[src/rtl/cpu_pkg.sv]
// Shared sequencer types: state encoding, opcodes, address width,
// and the wrapping PC increment helper.
package cpu_pkg;

    localparam int ADDR_W = 8;

    localparam logic [7:0] OPC_NOP = 8'h00;
    localparam logic [7:0] OPC_HLT = 8'hF0;

    typedef enum logic [2:0] {
        SEQ_IDLE      = 3'd0,
        SEQ_FETCH     = 3'd1,
        SEQ_DECODE    = 3'd2,
        SEQ_EXECUTE   = 3'd3,
        SEQ_HALT      = 3'd4,
        SEQ_STEP_WAIT = 3'd5
    } seq_state_t;

    // Natural modulo-2^ADDR_W increment: 8'hFF rolls to 8'h00.
    function automatic logic [ADDR_W-1:0] pc_inc(
        input logic [ADDR_W-1:0] v
    );
        return v + ADDR_W'(1);
    endfunction

endpackage

[src/rtl/instr_sequencer_if.sv]
// Instruction-memory fetch bus between the sequencer and memory.
// master: imem_req/imem_addr out, imem_ack/imem_data in. slave: mirror.
interface instr_sequencer_if;
    import cpu_pkg::*;

    logic              imem_req;
    logic [ADDR_W-1:0] imem_addr;
    logic              imem_ack;
    logic [7:0]        imem_data;

    modport master (
        output imem_req,
        output imem_addr,
        input  imem_ack,
        input  imem_data
    );

    modport slave (
        input  imem_req,
        input  imem_addr,
        output imem_ack,
        output imem_data
    );

endinterface

[src/rtl/program_counter.sv]
// Program counter register with increment/jump source mux.
// Ports: clk, reset (async high), load, sel (0 inc, 1 jump), target, pc.
module program_counter
    import cpu_pkg::*;
#(
    parameter logic [ADDR_W-1:0] RESET_PC = '0
) (
    input  logic              clk,
    input  logic              reset,
    input  logic              load,
    input  logic              sel,
    input  logic [ADDR_W-1:0] target,
    output logic [ADDR_W-1:0] pc
);

    logic [ADDR_W-1:0] pc_q;
    logic [ADDR_W-1:0] pc_d;

    always_comb begin
        pc_d = pc_q;
        if (load) begin
            pc_d = sel ? target : pc_inc(pc_q);
        end
    end

    always_ff @(posedge clk or posedge reset) begin
        if (reset) begin
            pc_q <= RESET_PC;
        end else begin
            pc_q <= pc_d;
        end
    end

    assign pc = pc_q;

endmodule

[src/rtl/instr_sequencer.sv]
// Fetch/decode/execute sequencer with fetch timeout fault and halt.
// Ports: clk, reset (async high), run, imem (fetch bus master),
//   opcode, cu_write_pc, cu_pc_sel, jmp_target, exec_en, pc,
//   busy, halted, fault; step only when SINGLE_STEP_EN is defined.
// Macro SINGLE_STEP_EN: pause in STEP_WAIT after every instruction.
module instr_sequencer
    import cpu_pkg::*;
#(
    parameter int                TIMEOUT_CYCLES = 15,
    parameter logic [ADDR_W-1:0] RESET_PC       = 8'h00
) (
    input  logic              clk,
    input  logic              reset,
    input  logic              run,
    instr_sequencer_if.master imem,
    output logic [7:0]        opcode,
    input  logic              cu_write_pc,
    input  logic              cu_pc_sel,
    input  logic [ADDR_W-1:0] jmp_target,
    output logic              exec_en,
    output logic [ADDR_W-1:0] pc,
    output logic              busy,
    output logic              halted,
    output logic              fault
`ifdef SINGLE_STEP_EN
    ,
    input  logic              step
`endif
);

    localparam logic [2:0] ST_IDLE    = SEQ_IDLE;
    localparam logic [2:0] ST_FETCH   = SEQ_FETCH;
    localparam logic [2:0] ST_DECODE  = SEQ_DECODE;
    localparam logic [2:0] ST_EXECUTE = SEQ_EXECUTE;
    localparam logic [2:0] ST_HALT    = SEQ_HALT;
`ifdef SINGLE_STEP_EN
    localparam logic [2:0] ST_STEP    = SEQ_STEP_WAIT;
`endif

    localparam int CNT_W = $clog2(TIMEOUT_CYCLES + 1);
    // Last un-acked FETCH cycle before the fault fires.
    localparam logic [CNT_W-1:0] CNT_LAST =
        CNT_W'(TIMEOUT_CYCLES - 1);

    logic [2:0]        state_q, state_d;
    logic [CNT_W-1:0]  cnt_q, cnt_d;
    logic [7:0]        op_q, op_d;
    logic              fault_q, fault_d;
    logic              pc_load;
    logic [ADDR_W-1:0] pc_w;

    always_comb begin
        state_d = state_q;
        cnt_d   = cnt_q;
        op_d    = op_q;
        fault_d = fault_q;
        pc_load = 1'b0;
        case (state_q)
            ST_IDLE: begin
                if (run) begin
                    state_d = ST_FETCH;
                    cnt_d   = '0;
                end
            end
            ST_FETCH: begin
                if (imem.imem_ack) begin
                    op_d    = imem.imem_data;
                    state_d = ST_DECODE;
                end else if (cnt_q == CNT_LAST) begin
                    state_d = ST_HALT;
                    fault_d = 1'b1;
                end else begin
                    cnt_d = cnt_q + CNT_W'(1);
                end
            end
            ST_DECODE: begin
                state_d = ST_EXECUTE;
            end
            ST_EXECUTE: begin
                pc_load = cu_write_pc;
                if (op_q == OPC_HLT) begin
                    state_d = ST_HALT;
                end else if (!run) begin
                    state_d = ST_IDLE;
                end else begin
                    cnt_d = '0;
`ifdef SINGLE_STEP_EN
                    state_d = ST_STEP;
`else
                    state_d = ST_FETCH;
`endif
                end
            end
            ST_HALT: begin
                state_d = ST_HALT;
            end
`ifdef SINGLE_STEP_EN
            ST_STEP: begin
                if (step) begin
                    state_d = ST_FETCH;
                    cnt_d   = '0;
                end else if (!run) begin
                    state_d = ST_IDLE;
                end
            end
`endif
            default: begin
                state_d = ST_IDLE;
            end
        endcase
    end

    always_ff @(posedge clk or posedge reset) begin
        if (reset) begin
            state_q <= ST_IDLE;
            cnt_q   <= '0;
            op_q    <= OPC_NOP;
            fault_q <= 1'b0;
        end else begin
            state_q <= state_d;
            cnt_q   <= cnt_d;
            op_q    <= op_d;
            fault_q <= fault_d;
        end
    end

    program_counter #(
        .RESET_PC (RESET_PC)
    ) u_pc (
        .clk    (clk),
        .reset  (reset),
        .load   (pc_load),
        .sel    (cu_pc_sel),
        .target (jmp_target),
        .pc     (pc_w)
    );

    // Status is decoded from state so reset clears it asynchronously.
    assign imem.imem_req  = (state_q == ST_FETCH);
    assign imem.imem_addr = pc_w;
    assign opcode         = op_q;
    assign exec_en        = (state_q == ST_EXECUTE);
    assign pc             = pc_w;
    assign busy           = (state_q == ST_FETCH)
                          | (state_q == ST_DECODE)
                          | (state_q == ST_EXECUTE);
    assign halted         = (state_q == ST_HALT);
    assign fault          = fault_q;

endmodule
[src/flat_wrapper.sv]
// flat-port wrapper written by rule: the top's interface ports become plain ports
module instr_sequencer_flat import cpu_pkg::*;
#(
    parameter int                TIMEOUT_CYCLES = 15,
    parameter logic [ADDR_W-1:0] RESET_PC       = 8'h00
)
  (clk, reset, run, opcode, cu_write_pc, cu_pc_sel, jmp_target, exec_en, pc, busy, halted, fault, imem_imem_req, imem_imem_addr, imem_imem_ack, imem_imem_data);
  instr_sequencer_if imem_i ();
  input  logic clk;
  input  logic reset;
  input  logic run;
  output logic [7:0] opcode;
  input  logic cu_write_pc;
  input  logic cu_pc_sel;
  input  logic [ADDR_W-1:0] jmp_target;
  output logic exec_en;
  output logic [ADDR_W-1:0] pc;
  output logic busy;
  output logic halted;
  output logic fault;
  output wire logic [$bits(imem_i.imem_req)-1:0] imem_imem_req;
  output wire logic [$bits(imem_i.imem_addr)-1:0] imem_imem_addr;
  input wire logic [$bits(imem_i.imem_ack)-1:0] imem_imem_ack;
  input wire logic [$bits(imem_i.imem_data)-1:0] imem_imem_data;
  assign imem_imem_req = imem_i.imem_req;
  assign imem_imem_addr = imem_i.imem_addr;
  assign imem_i.imem_ack = imem_imem_ack;
  assign imem_i.imem_data = imem_imem_data;
  instr_sequencer #(.TIMEOUT_CYCLES(TIMEOUT_CYCLES), .RESET_PC(RESET_PC)) u_core (.clk(clk), .reset(reset), .run(run), .imem(imem_i), .opcode(opcode), .cu_write_pc(cu_write_pc), .cu_pc_sel(cu_pc_sel), .jmp_target(jmp_target), .exec_en(exec_en), .pc(pc), .busy(busy), .halted(halted), .fault(fault));
endmodule
[config.mk]
export PLATFORM = sky130hd
export DESIGN_NAME = instr_sequencer_flat
export DESIGN_NICKNAME = d
export VERILOG_FILES = /design/src/rtl/cpu_pkg.sv /design/src/rtl/instr_sequencer_if.sv /design/src/rtl/program_counter.sv /design/src/rtl/instr_sequencer.sv /design/src/flat_wrapper.sv
export SDC_FILE = /design/constraint.sdc
export NUM_CORES = 1
export LEC_CHECK = 0
export CAP_MARGIN = 0
export CORE_ASPECT_RATIO = 1.5
export CORE_UTILIZATION = 26
export CTS_BUF_LIST = sky130_fd_sc_hd__clkbuf_16
export DETAILED_ROUTE_END_ITERATION = 7
export DONT_BUFFER_PORTS = 1
export PLACE_DENSITY_LB_ADDON = 0.2
export SYNTH_ARGS = -nofsm -noshare
export SYNTH_HDL_FRONTEND = slang
export SYNTH_SLANG_ARGS = --single-unit
[constraint.sdc]
create_clock -name clk -period 1.8 [get_ports clk]
set_input_delay 0.18 -clock clk [delete_from_list [all_inputs] [get_ports clk]]
set_output_delay 0.18 -clock clk [all_outputs]
set_load 0.01 [all_outputs]
## After elaboration in Yosys (flattened, before gate mapping)

Cells that the tools add are included.

| cells by class | value |
|---|---|
| add/subtract/negate cells | 2 |
| equal/unequal tests | 11 |
| muxes and demuxes | 13 |
| bitwise logic cells | 3 |
| reductions and logical operators | 6 |

Operators with widths:

| kind | count |
|---|---|
| two-way mux 4 bit | 4 |
| one-hot mux 3 bit (5 select lines) | 1 |
| two-way mux 3 bit | 4 |
| one-hot mux 4 bit (3 select lines) | 1 |
| adder 8 x 1 -> 8 bit (second input constant) | 1 |
| equality test 8 bit (second input constant) | 1 |
| two-way mux 8 bit | 1 |
| inequality test 2 bit (second input constant) | 4 |
| equality test 3 x 2 -> 1 bit (second input constant) | 2 |
| adder 4 x 1 -> 4 bit (second input constant) | 1 |
| equality test 4 bit (second input constant) | 1 |
| AND reduction 2 bit | 2 |
| AND reduction 4 bit | 1 |
| equality test 3 x 1 -> 1 bit (second input constant) | 1 |
| equality test 3 bit (second input constant) | 1 |
| zero test 3 bit | 1 |
| inequality test 3 x 1 -> 1 bit (second input constant) | 1 |
| AND reduction 3 bit | 1 |
| nonzero test 3 bit | 1 |
| two-way mux 1 bit | 2 |
| bitwise OR 1 bit | 2 |
| inverter 1 bit | 1 |

| storage, ports and cells | value |
|---|---|
| register bits | 24 |
| input bits | 22 |
| output and inout bits | 29 |
| logic and storage cells | 40 |

## Depth between registers and ports, before layout

Gate-level depths: netlist (run 1).

| logic depth | value |
|---|---|
| word-level depth | 4 |
| depth in mapped cells | 7 |

## Hierarchy

Synthesis (run 1) repeated with hierarchy kept, for this count alone.

| unflattened totals | value |
|---|---|
| cells, all modules | 137 |
| area total of the unflattened synthesis | 1415.1 sq um |

By module, submodules not included:

| module | instances | cells each | area each (sq um) |
|---|---|---|---|
| instr_sequencer | 1 | 79 | 898.4 |
| program_counter | 1 | 58 | 516.7 |

## Worst setup path after synthesis (run 1)

No wires, ideal clock.

| path | value |
|---|---|
| path kind | flip-flop to flip-flop |
| start point | register u_core.state_q[2] |
| end point | register u_core.op_q[0], in the netlist u_core.opcode[0] |
| library setup time | 0.128 ns |
| arrival time | 1.518 ns |
| data required time | 1.672 ns |
| slack | 0.154 ns |
| cell stages (with the launch flop) | 6 |
| path buffers | 2 |
| path through | dfrtp_1 > buf_2 > nor3b_2 > and2_1 > buf_2 > mux2_1 |

| on the way | value |
|---|---|
| cells in the longest elaborated chain, start to end | 2 |

Ends and longest elaborated chain:

| element | line | source |
|---|---|---|
| from (decl) | instr_sequencer.sv:45 | `logic [2:0] state_q, state_d;` |
| from (signal assigned) | instr_sequencer.sv:120 | `state_q <= state_d;` |
| equality test 3 x 1 -> 1 bit | -- |  |
| net imem_imem_req | flat_wrapper.sv:21 | `output wire logic [$bits(imem_i.imem_req)-1:0] imem_imem_req;` |
| AND reduction 2 bit (no source line) | -- |  |
| to (signal assigned) | instr_sequencer.sv:122 | `op_q <= op_d;` |
| to (decl) | instr_sequencer.sv:47 | `logic [7:0] op_q, op_d;` |

The timed path passes the listed nets, and every way through them passes these cells.
A chain may end at the register's enable or synchronous reset.

## Final worst setup path (run 1)

| path | value |
|---|---|
| start point | register u_core.state_q[2] |
| end point | register u_core.cnt_q[0] |

| on the way | value |
|---|---|
| cells in the longest elaborated chain, start to end | 3 |
| elaborated cells on any way between the ends | 9 |
| those cells by class | 5 x eq/ne; 1 x mux; 3 x reduce/logical |

Ends and longest elaborated chain:

| element | line | source |
|---|---|---|
| equality test 3 x 1 -> 1 bit, or another cell as far along | instr_sequencer.sv:58 | `case (state_q)` |
| inequality test 2 bit (no source line) or nonzero test 3 bit (tied branches) | -- |  |
| AND reduction 4 bit (no source line) | -- |  |
| to (signal assigned) | instr_sequencer.sv:121 | `cnt_q <= cnt_d;` |
| to (decl) | instr_sequencer.sv:46 | `logic [CNT_W-1:0] cnt_q, cnt_d;` |

Several ways; a longest one is shown, not always the timed one.

==> results of run 1 <==
routing by layer:
metal / up-vias / wire length (um)
met5: - / 0
met4: 0 / 57
met3: 4 / 208
met2: 25 / 1620
met1: 501 / 1150
li1: 498 / -
placed cells by master, fill, tap and decap left out, types with 3 or more instances in the layout:
master	n
nor2_1	12
nand3_1	8
a31oi_1	4
buf_4	3
nand2_1	7
and2_1	4
mux2_1	8
nor2b_1	3
clkbuf_16	3
o211ai_1	3
ha_1	3
o21ai_1	9
a21oi_1	9
dfrtp_1	24
inv_1	4
power breakdown:
part	total, mW	internal [mW]	switching [mW]
clock network	0.484	0.297	0.187
registers	1.32	0.797	0.527
logic	0.766	0.391	0.374
total	2.57	1.49	1.09
sequential cells by signal, indices dropped and copies added (netlist names):
| register | cells |
|---|---|
| u_core.opcode | 8 |
| u_core.u_pc.pc | 8 |
| u_core.cnt_q | 4 |
| u_core.state_q | 3 |
| u_core.fault | 1 |
critical path: cells and delay by family, from the launching register on:
family	cells	cell delay, ns
simple gates	3	0.92
compound gates	1	0.13
flops	1	0.49
logic make-up (layout without fill, tap and decap cells):
family	after synthesis	after routing	share of synthesized area, %
AND/OR/NAND/NOR	55	55	23.2
flip-flops	24	24	42.8
buffers and inverters	20	12	8.38
adder cells (fa/ha/maj)	3	3	2.67
multiplexers	10	10	7.84
AO/OA/AOI/OAI	34	34	15.2
layout make-up:
type / count / area share (%)
Multi-Input combinational cell: 102 / 45.8
Sequential cell: 24 / 40.1
Tap cell: 68 / 5.68
Clock buffer: 3 / 5.01
Timing Repair Buffer: 4 / 2.17
Inverter: 4 / 1.00
Clock inverter: 1 / 0.251
worst paths after layout:
kind,end
min,u_core.opcode[3]
max reg2reg,u_core.cnt_q[0]
max in group asynchronous,u_core.u_pc.pc[4]
max,u_core.cnt_q[0]
min reg2reg,u_core.cnt_q[0]
min in group asynchronous,u_core.opcode[1]
stage by stage:
step	area [um2]	hold WS [ns]
2_1_floorplan	1400	0.195
3_3_place_gp	1410	0.142
3_5_place_dp	1410	0.147
4_1_cts	1500	0.0499
5_1_grt	1500	0.0466
6_report	1500	0.0508
what timing repair did:
action | in CTS | in global routing
hold buffers | 1 | 0
endpoints found under the setup margin | 0 | 0
gates resized for setup | 0 | 0
endpoints found under the hold margin | 24 | 0
==> reports/metrics.cfg, run 1 <==
[finish]
multiInputGateArea_um2=686
layout.nets=164
final_util_pct=29.0
regArea_um2=601
n_fill_cell=545
syn_to_final_growth_pct=6.68
n_antenna_cell=0
finalNonFillerCells=206
drive_gt1_share_pct=7.25

[synth]
ys_seq_area_share_pct=42.8
synth_common_cells=24 x dfrtp_1, 12 x nor2_1, 9 x a21oi_1, 9 x o21ai_1
synth.area.top_cells=dfrtp_1 43%, mux2_1 6.4%, buf_4 4.3%, a21oi_1 3.2%, o21ai_1 3.2%
synthArstFlopShare_pct=100
yosysWarningCount=0
yosys.area.top_type=dfrtp_1
syn_area_per_cell_um2=9.62
ys_seq_elements=24
yosysTopAreaCellShare_pct=42.8
synthDistinctLibCells=41
ys.flop_type=dfrtp_1
synthCells=146
syn_nets=171
synth_most_common_cell=dfrtp_1
syn_area_um2=1400
synth_edf_count=0

[sta]
rsz0062_at_grt=false
fmax_mhz=619
report.final.slew_viol_count=0
setup_viol=0
fin_crit_ns=1.61
relSlewSlack_pct=70.7
finalCritPeriodShare_pct=89.7
setup_ws_ns=0.186
worstMarginPinSlew_ns=0.438
fin_skew_ns=0.00460
hold_violations=0
fin_tns_setup_ns=0

[setup_path]
start_kind=register
crit_start=u_core.state_q[2]
cp_slowest_cell=or4b_4
r2r_slack_ns=0.19
worstPathCellList=or4b_4, nand2b_4, and2_0, a31oi_1
r2r_cells=4
crit_path_end_kind=register
arrival_ns=1.80
crit_fanout=12
critical_path_class=register to register
cpPeakStageDelay_ns=0.59
rr_startpoint=u_core.state_q[2]
required_ns=1.98

[placed_design]
dpl_worst_slack_ns=0.175
dp_hpwl_mm=2.32
gp_congestion=0.748
placed_cells=201
io_buffers=0

[cts]
clk_pin_slew_ns=0.06
cts_tree=yes
clock_sinks=24
clock_latency_ns=0.26
h-tree-depth=1
cts_buffer_depth=2
numCtsBuffers=3
clockRootBuffer=clkbuf_16
postCtsSetupRepairBufs=0

[run]
cap_violations=0

[route]
wire_per_inst_um=14.7
totalWireLength_mm=3.03
postRouteAntennaNets=0
dr.pass1.iters=4
vias=1028
drtIter0Drc=40
drt-vias-per-instance=4.99
drc=0

[power_and_ir_drop]
power_leakage_nw=0.610
total_power_mw=2.57
pwr_density_cell_nw_per_um2=1720
ir_drop_mv=0.621

[floorplan]
coreArea_um2=5160
ioPinCount=51
std_cell_rows=32
die_y_um=92.0
die-area_um2=5700
initial_core_util_pct=27.2
die_w_um=62.0

[global_routing]
use_met2_pct=18.7
grt_util_all_layers_pct=11.7
use_met3_pct=3.39
grt_pass1_vias=981
grt_max_degree=25
busiest_layer=met2
grt-ovfl-total=0
grt_pass1_wl_mm=4.89
grt_antenna_before_repair=0
use_met1_pct=13.9

[worst_hold_path]
min_path_type=input pin to register
hold_depth=1
hp-start=imem_imem_data[3]

[run_status]
status=finished clean

No activity file was read; power rests on OpenSTA's default activity.
==> inputs of run 2 (changes only) <==
--- a/config.mk
+++ b/config.mk
@@ -11,7 +11,8 @@
 export CTS_BUF_LIST = sky130_fd_sc_hd__clkbuf_16
 export DETAILED_ROUTE_END_ITERATION = 7
 export DONT_BUFFER_PORTS = 1
-export PLACE_DENSITY_LB_ADDON = 0.2
+export GPL_TIMING_DRIVEN = 0
+export PLACE_DENSITY = 0.49
 export SYNTH_ARGS = -nofsm -noshare
 export SYNTH_HDL_FRONTEND = slang
 export SYNTH_SLANG_ARGS = --single-unit
==> run 2 against run 1 <==
  * Core utilization is 2.5 points higher
  * Critical path type unchanged
  * Count of clock-buffer cells in the layout did not move
  * Largest cell class unchanged
  * Global-route usage is 0.26 points higher
  * Wire length up 6.9%
  * Critical path depth rose by 1
  * Sequential cell count stayed put
  * First-iteration DRC count decreased by 2.5%
  * Non-clock buffer count rose by 13
  * Clock power increased by 32%
  * Register-to-register slack worse by 0.11 ns
==> reports/metrics.cfg, run 2 (same netlist as run 1, synthesis figures left out) <==
[setup_path]
rr_startpoint=u_core.state_q[2]
regToRegEndpoint=u_core.opcode[6]
crit_fanout=10
worstPathCellList=buf_4, nor3b_4, and2_4, buf_6, mux2_1
critical_path_class=register to register
cp_slowest_cell=dfrtp_1
r2r_slack_ns=0.07
crit_path_end_kind=register
r2r_cells=5
crit_path_end=u_core.opcode[6]
cpPeakStageDelay_ns=0.38
required_ns=1.94
start_kind=register
crit_start=u_core.state_q[2]
arrival_ns=1.87

[sta]
fmax_mhz=578
report.final.slew_viol_count=0
fin_tns_setup_ns=0
fin_crit_ns=1.73
fin_skew_ns=0.00390
relSlewSlack_pct=38.5
hold_violations=0
finalCritPeriodShare_pct=96.0
worstMarginPinSlew_ns=0.921
setup_ws_ns=0.0711
setup_viol=0
fin_hold_ws_ns=0.00872

[cts]
cts_hold_buf=0
numCtsBuffers=3
clk_pin_slew_ns=0.06
clock_latency_ns=0.26
cts_buffer_depth=2
clock_sinks=24
h-tree-depth=1
clockRootBuffer=clkbuf_16
cts_tree=yes

[run_status]
status=finished clean

[power_and_ir_drop]
power_leakage_nw=0.684
ir_drop_mv=0.822
total_power_mw=2.99
pwr_density_cell_nw_per_um2=1840

[placed_design]
gp_congestion=0.714
placed_cells=214
io_buffers=0
postPlaceCellArea_um2=1490
dpl_worst_slack_ns=-0.0794
dp_hpwl_mm=2.43

[finish]
layout_common_cells=24 x dfrtp_1, 12 x nor2_1, 10 x buf_4, 9 x o21ai_1, 9 x a21oi_1
syn_to_final_growth_pct=15.9
mostFrequentLayoutCell=dfrtp_1
fin_area_um2=1630
finalNonFillerCells=219
layout.nets=177
final_util_pct=31.5
drive_gt1_share_pct=16.6
n_antenna_cell=0

[floorplan]
std_cell_rows=32
die_y_um=92.0
coreArea_um2=5160
die_w_um=62.0
initial_core_util_pct=27.2
die-area_um2=5700
ioPinCount=51

[route]
postRouteAntennaNets=0
dr.pass1.iters=4
totalWireLength_mm=3.24
drtIter0Drc=39
drt-vias-per-instance=5.05
vias=1105
wire_per_inst_um=14.8
drc=0

[global_routing]
grt_pass1_wl_mm=5.10
grt_max_degree=25
grt_util_all_layers_pct=12.0
grt_pass1_vias=1088
grt_antenna_before_repair=0
grt-ovfl-total=0

[run]
cap_violations=0

[worst_hold_path]
min_path_type=input pin to async pin

==> run 2: cell count changes in the layout (fill, tap and decap cells not counted), sizes merged <==
cell / delta
clkbuf: +4
dlygate4sd3: -1
buf: +10
clkinv: -1
bufinv: +1
==> run 2: worst min path at each step <==
stage / start / to / slack [ns] / cells after the start
floorplan: reset / u_core.cnt_q[0] / 0.19 / 1
CTS: imem_imem_data[1] / u_core.opcode[1] / 0.05 / 1
detailed placement: imem_imem_data[7] / u_core.opcode[7] / 0.32 / 1
global placement: imem_imem_data[2] / u_core.opcode[2] / 0.32 / 1
finish: reset / u_core.opcode[4] / 0.009 / 1
global route: imem_imem_data[2] / u_core.opcode[2] / 0.05 / 1
==> run 2: power by group <==
part           internal [mW]  switching (mW)
registers              0.799           0.415
clock network          0.442           0.196
logic                  0.573           0.568
==> run 2: final cells by class <==
class | instances | area, um2
Inverter | 4 | 15.0
Sequential cell | 24 | 601
Buffer | 16 | 115
Timing Repair Buffer | 1 | 7.51
Tap cell | 68 | 85.1
Clock buffer | 3 | 75.1
Fill cell | 516 | 3540
Clock inverter | 1 | 30.0
Multi-Input combinational cell | 102 | 698
==> run 2: layer usage <==
metal | vias up | part of all wire (%) | track usage, % | wire length [um]
met2 | 43 | 51 | 19.1 | 1650
met3 | 7 | 6.1 | 2.54 | 199
li1 | 524 | - | - | -
met5 | - | 0 | 0 | 0
met4 | 0 | 1.9 | 5.00 | 63
met1 | 531 | 41 | 15.1 | 1330
==> run 2: worst max-delay path: cells and delay by family (launching register included) <==
family,cells,cell delay [ns]
DFF,1,0.38
buffers and inverters,2,0.30
and+or+nand+nor,2,0.59
muxes,1,0.33
==> run 2: what timing repair did <==
item | 4_1_cts | 5_1_grt
pin swaps | 0 | 4
endpoints found under the hold margin | 0 | 0
endpoints found under the setup margin | 10 | 10
resized for setup | 2 | 8
setup buffers | 0 | 1
